`config.mk`:
```
export PLATFORM = sky130hd
export DESIGN_NAME = dmem_arbiter
export DESIGN_NICKNAME = d
export VERILOG_FILES = /design/src/rtl/dmem_pkg.sv /design/src/rtl/dmem_lane.sv /design/src/rtl/dmem_arbiter.sv
export SDC_FILE = /design/constraint.sdc
export NUM_CORES = 1
export LEC_CHECK = 0
export BUFFER_PORTS_ARGS = -buffer_cell sky130_fd_sc_hd__buf_2
export CELL_PAD_IN_SITES_DETAIL_PLACEMENT = 1
export CELL_PAD_IN_SITES_GLOBAL_PLACEMENT = 2
export CORE_UTILIZATION = 28
export CTS_CLUSTER_DIAMETER = 40
export DETAILED_ROUTE_END_ITERATION = 8
export PLACE_DENSITY_LB_ADDON = 0.08
export SKIP_CTS_REPAIR_TIMING = 1
export SLEW_MARGIN = 15
export SYNTH_ARGS = -nofsm -noshare
export SYNTH_HDL_FRONTEND = slang
export SYNTH_HIERARCHICAL = 1
export SYNTH_SLANG_ARGS = --single-unit
```
`constraint.sdc`:
```
create_clock -name clk -period 3.15 [get_ports clk]
set_clock_uncertainty 0.05 [all_clocks]
set_input_delay 0.4725 -clock clk [delete_from_list [all_inputs] [get_ports clk]]
set_output_delay 0.4725 -clock clk [all_outputs]
set_load 0.005 [all_outputs]
```
`src/rtl/dmem_pkg.sv`:
```
// Shared types for the data-memory arbiter: access size, FSM state, request owner,
// plus the alignment rule used to reject misaligned accesses.
package dmem_pkg;

    typedef enum logic [1:0] {
        SZ_BYTE = 2'd0,
        SZ_HALF = 2'd1,
        SZ_WORD = 2'd2,
        SZ_RSVD = 2'd3
    } size_e;

    typedef enum logic [1:0] {
        S_IDLE  = 2'd0,
        S_ISSUE = 2'd1,
        S_WAIT  = 2'd2,
        S_RESP  = 2'd3
    } state_e;

    typedef enum logic {
        OWN_A = 1'b0,
        OWN_B = 1'b1
    } owner_e;

    function automatic logic misaligned(input size_e size, input logic [1:0] addr_lo);
        case (size)
            SZ_BYTE: misaligned = 1'b0;
            SZ_HALF: misaligned = addr_lo[0];
            SZ_WORD: misaligned = (addr_lo != 2'b00);
            default: misaligned = 1'b1;
        endcase
    endfunction

endpackage

```
`src/rtl/dmem_lane.sv`:
```
// Byte-lane steering for stores and lane extraction / sign extension for loads
// on a 32-bit little-endian word memory. Purely combinational.
module dmem_lane
    import dmem_pkg::*;
#(
    parameter int I_WIDTH = 32
) (
    input  logic [1:0]         addr_lo,
    input  size_e              size,
    input  logic               zero_ext,
    input  logic [I_WIDTH-1:0] store_data,
    input  logic [I_WIDTH-1:0] load_word,
    output logic [3:0]         byteen,
    output logic [I_WIDTH-1:0] store_lanes,
    output logic [I_WIDTH-1:0] load_data
);

    logic [7:0]  load_byte;
    logic [15:0] load_half;

    always_comb begin
        byteen      = 4'b0000;
        store_lanes = store_data;
        case (size)
            SZ_BYTE: begin
                byteen      = 4'b0001 << addr_lo;
                store_lanes = {4{store_data[7:0]}};
            end
            SZ_HALF: begin
                byteen      = 4'b0011 << addr_lo;
                store_lanes = {2{store_data[15:0]}};
            end
            SZ_WORD: byteen = 4'b1111;
            default: byteen = 4'b0000;
        endcase
    end

    always_comb begin
        case (addr_lo)
            2'd0:    load_byte = load_word[7:0];
            2'd1:    load_byte = load_word[15:8];
            2'd2:    load_byte = load_word[23:16];
            default: load_byte = load_word[31:24];
        endcase
        load_half = addr_lo[1] ? load_word[31:16] : load_word[15:0];
        case (size)
            SZ_BYTE: load_data = {{24{~zero_ext & load_byte[7]}}, load_byte};
            SZ_HALF: load_data = {{16{~zero_ext & load_half[15]}}, load_half};
            default: load_data = load_word;
        endcase
    end

endmodule

```
`src/rtl/dmem_arbiter.sv`:
```
// Two-requester data-memory arbiter serialising a/b onto one synchronous-read memory.
// Define DMEM_ARB_RR_EN for round-robin arbitration; otherwise requester a has fixed priority.
module dmem_arbiter
    import dmem_pkg::*;
#(
    parameter int I_WIDTH   = 32,
    parameter int IMEM_SIZE = 2**15,
    parameter int ADD_WIDTH = $clog2(IMEM_SIZE >> 2)
) (
    input  logic                 clk,
    input  logic                 rst,
    input  logic                 a_valid,
    output logic                 a_ready,
    input  logic                 a_we,
    input  logic [31:0]          a_addr,
    input  logic [1:0]           a_size,
    input  logic                 a_unsigned,
    input  logic [I_WIDTH-1:0]   a_wdata,
    output logic                 a_rvalid,
    output logic [I_WIDTH-1:0]   a_rdata,
    output logic                 a_err,
    input  logic                 b_valid,
    output logic                 b_ready,
    input  logic                 b_we,
    input  logic [31:0]          b_addr,
    input  logic [1:0]           b_size,
    input  logic                 b_unsigned,
    input  logic [I_WIDTH-1:0]   b_wdata,
    output logic                 b_rvalid,
    output logic [I_WIDTH-1:0]   b_rdata,
    output logic                 b_err,
    output logic [ADD_WIDTH-1:0] mem_addr,
    output logic                 mem_cs,
    output logic                 mem_clken,
    output logic                 mem_write,
    output logic [3:0]           mem_byteen,
    output logic [I_WIDTH-1:0]   mem_wdata,
    input  logic [I_WIDTH-1:0]   mem_rdata
);

    state_e             state, state_nxt;
    owner_e             owner;
    logic               grant_a, grant_b, accept;
    logic               req_we, req_uns, req_err;
    logic [31:0]        req_addr;
    size_e              req_size;
    logic [I_WIDTH-1:0] req_wdata, load_q, resp_data;
    logic [3:0]         lane_byteen;
    logic [I_WIDTH-1:0] lane_wdata, lane_rdata;

`ifdef DMEM_ARB_RR_EN
    owner_e rr_ptr;

    // rr_ptr names the requester that wins the next tie.
    always_ff @(posedge clk or posedge rst) begin
        if (rst)
            rr_ptr <= OWN_A;
        else if (accept)
            rr_ptr <= grant_a ? OWN_B : OWN_A;
    end

    always_comb begin
        grant_a = a_valid && (!b_valid || rr_ptr == OWN_A);
        grant_b = b_valid && !grant_a;
    end
`else
    always_comb begin
        grant_a = a_valid;
        grant_b = b_valid && !a_valid;
    end
`endif

    assign accept = (state == S_IDLE) && (grant_a || grant_b);

    always_ff @(posedge clk or posedge rst) begin
        if (rst)
            state <= S_IDLE;
        else
            state <= state_nxt;
    end

    always_ff @(posedge clk or posedge rst) begin
        if (rst)
            owner <= OWN_A;
        else if (accept)
            owner <= grant_a ? OWN_A : OWN_B;
    end

    always_ff @(posedge clk) begin
        if (accept) begin
            req_we    <= grant_a ? a_we       : b_we;
            req_addr  <= grant_a ? a_addr     : b_addr;
            req_size  <= size_e'(grant_a ? a_size : b_size);
            req_uns   <= grant_a ? a_unsigned : b_unsigned;
            req_wdata <= grant_a ? a_wdata    : b_wdata;
        end
        if (state == S_WAIT)
            load_q <= lane_rdata;
    end

    assign req_err   = misaligned(req_size, req_addr[1:0]) || (req_addr >= 32'(IMEM_SIZE));
    assign resp_data = (req_we || req_err) ? '0 : load_q;

    dmem_lane #(.I_WIDTH(I_WIDTH)) u_lane (
        .addr_lo     (req_addr[1:0]),
        .size        (req_size),
        .zero_ext    (req_uns),
        .store_data  (req_wdata),
        .load_word   (mem_rdata),
        .byteen      (lane_byteen),
        .store_lanes (lane_wdata),
        .load_data   (lane_rdata)
    );

    always_comb begin
        state_nxt = state;
        case (state)
            S_IDLE:  if (accept) state_nxt = S_ISSUE;
            S_ISSUE: state_nxt = (req_err || req_we) ? S_RESP : S_WAIT;
            S_WAIT:  state_nxt = S_RESP;
            default: state_nxt = S_IDLE;
        endcase
    end

    // Everything outward-facing decodes from state so reset clears it immediately.
    always_comb begin
        a_ready    = 1'b0;
        b_ready    = 1'b0;
        a_rvalid   = 1'b0;
        b_rvalid   = 1'b0;
        a_err      = 1'b0;
        b_err      = 1'b0;
        a_rdata    = '0;
        b_rdata    = '0;
        mem_cs     = 1'b0;
        mem_clken  = 1'b0;
        mem_write  = 1'b0;
        mem_addr   = '0;
        mem_byteen = 4'b0000;
        mem_wdata  = '0;
        case (state)
            S_IDLE: begin
                a_ready = grant_a && !rst;
                b_ready = grant_b && !rst;
            end
            S_ISSUE: begin
                if (!req_err) begin
                    mem_cs     = 1'b1;
                    mem_clken  = 1'b1;
                    mem_write  = req_we;
                    mem_addr   = req_addr[ADD_WIDTH+1:2];
                    mem_byteen = lane_byteen;
                    mem_wdata  = req_we ? lane_wdata : '0;
                end
            end
            S_RESP: begin
                if (owner == OWN_A) begin
                    a_rvalid = 1'b1;
                    a_err    = req_err;
                    a_rdata  = resp_data;
                end else begin
                    b_rvalid = 1'b1;
                    b_err    = req_err;
                    b_rdata  = resp_data;
                end
            end
            default: ;
        endcase
    end

endmodule

```
==> impl_metrics.env <==
export IMPL_multiInputGateArea_um2=2830
export IMPL_worstHoldPathType="in -> reg"
export IMPL_clock_sinks=103
export IMPL_p_int_uw=3360
export IMPL_fin_ws_ps=250
export IMPL_clock_root_buffer="clkbuf_16"
export IMPL_layout_cells_non_filler=1116
export IMPL_yosys_area_share_adder_pct=1.00
export IMPL_layout_commonest_cell="buf_2"
export IMPL_ioPinCount=294
export IMPL_layout_drive_gt1_share_pct=50.2
export IMPL_syn_to_final_growth_pct=31.4
export IMPL_drc=0
export IMPL_nets=1007
export IMPL_die_y_um=151
export IMPL_grt_pass1_vias=5429
export IMPL_period_share_pct=92.1
export IMPL_synth_cell_types=48
export IMPL_final_cell_mix="buf_2, edfxtp_1, mux2_2"
export IMPL_vias_per_cell=4.71
export IMPL_cts_max_path_buffers=2
export IMPL_io_buffers=293
export IMPL_die_x_um=151
export IMPL_drtAntennaViolNets=0
export IMPL_synthesis_area_um2=6230
export IMPL_dr_total_vias=5257
export IMPL_ys_warnings_count=6
export IMPL_finalSetupViolations=0
export IMPL_synth_compound_area_share_pct=5.62
export IMPL_finalPower_uw=4920
export IMPL_yosys_area_top_type="edfxtp_1"
export IMPL_dp_cells=1097
export IMPL_rsz0062_at_grt="no"
export IMPL_final_hold_viol_count=0
export IMPL_max_slew_worst_pin_slew_ps=598
export IMPL_start_util_pct=28.6
export IMPL_avgSynthCellArea_um2=11.1
export IMPL_gp_routability_congestion=0.840
export IMPL_overflow=0
export IMPL_htree_levels=3
export IMPL_antenna_found_initial=5
export IMPL_fillers=2540
export IMPL_path_max_fanout=26
export IMPL_synthCells=561
export IMPL_clk_latency_ps=350
export IMPL_core_area_um2=21800
export IMPL_powerDensity_nw_per_um2=601
export IMPL_seq_area_um2=3080
export IMPL_cts_tree="built"
export IMPL_cp_arrival_ps=2380
export IMPL_wirelength_um=19900
export IMPL_pwr_share_comb_pct=29.6
export IMPL_path_clk_slew_ps=70
export IMPL_grtUsageTotal_pct=17.2
export IMPL_placementRows=54
export IMPL_dp_slack_ps=498
export IMPL_syn_num_nets=738
export IMPL_place_hpwl_um=15200
export IMPL_ys_seq_area_share_pct=49.4
export IMPL_status="finished, final reports clean"
export IMPL_drtIter0Drc=194
export IMPL_ir_worst_vdd_uv=277
export IMPL_worstSetupEndpointType="primary output"
export IMPL_yosysTopAreaCellShare_pct=48.2
export IMPL_leakage_uw=0.00384
export IMPL_drv_cap=0
export IMPL_drt_wirelength_per_cell_um=17.9
export IMPL_pwr_share_clk_pct=25.0
export IMPL_cts_inserted_buffers=9
export IMPL_required_ps=2630
export IMPL_grt_max_degree=67
export IMPL_seqPwrFrac_pct=45.4
export IMPL_grt_pass1_wl_um=29100
export IMPL_crit_path_start_kind="register"
export IMPL_synth_xor_area_share_pct=0
export IMPL_slew_headroom_pct=60.1
export IMPL_ys_ff_latch=103
export IMPL_synth_simple_area_share_pct=20.0
export IMPL_p_sw_share_pct=31.7
export IMPL_setup_tns_ps=0
export IMPL_p_switching_uw=1560
export IMPL_synth_top_family_by_area="simple AND/OR/NAND/NOR gates"
export IMPL_path_class="reg -> out"
export IMPL_finalCriticalPeriod_ps=2900
export IMPL_yosys_top_cells_area="edfxtp_1, mux2_2, nor2_1, and3_1, nand2b_1"
export IMPL_clock_fmax_mhz=345
export IMPL_synthMuxAreaShare_pct=18.4
export IMPL_die_area_um2=22900
export IMPL_drv_slew=0
export IMPL_drtPass1Iterations=5
flip-flops by register name (all words and copies together) (netlist names):
signal / flops
req_size: 2
load_q: 32
req_addr: 32
owner: 1
state: 2
req_uns: 1
req_we: 1
req_wdata: 32
worst paths after layout:
check,cells after the start,start,endpoint,slack [ps]
hold reg to reg,2,owner,owner,500
setup reg to reg,4,state[0],req_addr[31],1130
max in group asynchronous,3,rst,state[1],2390
setup / recovery,5,req_addr[1],mem_wdata[25],250
hold / removal,3,mem_rdata[5],load_q[5],360
min in group asynchronous,3,rst,owner,500
power groups by stage:
| stage | Sequential (uW) | Clock [uW] | Combinational [uW] |
|---|---|---|---|
| 3_3_place_gp | 2250 | 0 | 1450 |
| 6_report | 2240 | 1230 | 1460 |
| 3_5_place_dp | 2270 | 0 | 1490 |
| 2_1_floorplan | 2220 | 0 | 1040 |
| 4_1_cts | 2240 | 1270 | 1490 |
| 5_1_grt | 2290 | 1320 | 1630 |
worst max-delay path, stage by stage (launching register included):
cell and delay, ps:
edfxtp_1 380, o21ai_0 220, nor4b_2 530, and4_4 530, and3_1 220, buf_2 130
stage by stage:
| stage | hold slack, ps | util, % | instance area [um^2] |
|---|---|---|---|
| global route | 355 | 37.5 | 8180 |
| floorplan | 182 | - | 6230 |
| global placement | 315 | 35.9 | 7840 |
| finish | 357 | 37.5 | 8190 |
| CTS | -57.9 | 37.4 | 8160 |
| detailed placement | 332 | 35.9 | 7840 |
cell usage after synthesis, drive strengths merged:
master,count
edfxtp,100
mux2,85
nor2,70
nand2,57
and3,35
nand2b,35
clkbuf,27
buf,23
and2,20
o21ai,20
mux2i,17
a21oi,13
nor2b,8
a22o,7
ha,5
inv,5
a221o,3
a22oi,3
dfrtp,3
nor3,3
a32oi,2
nand3,2
nand4,2
nor4,2
nor4b,2
o21a,2
or2,2
a211oi,1
and4,1
nor3b,1
nor4bb,1
o22ai,1
o31ai,1
or2b,1
or4,1
final cells by class:
cell class / instances / area share [%]
Inverter: 5 / 0.229
Sequential cell: 103 / 37.6
Clock buffer: 10 / 2.80
Multi-Input combinational cell: 404 / 34.6
Clock inverter: 6 / 1.13
Antenna cell: 1 / 0.0306
Timing Repair Buffer: 307 / 19.4
Tap cell: 280 / 4.28
logic make-up (layout without fill, tap and decap cells):
family / after synthesis / count (layout)
and+or+nand+nor: 243 / 244
DFF: 103 / 103
muxes: 102 / 102
buffers and inverters: 55 / 328
AOI/OAI and AO/OA: 53 / 53
adders and majority gates: 5 / 5
other: 0 / 1
routing by layer:
metal / wire [um] / track usage, %
met5: 45 / 0
met1: 8450 / 20.8
met2: 9820 / 29.4
met3: 1140 / 3.67
met4: 476 / 7.05
(Power assumes the default switching activity.)
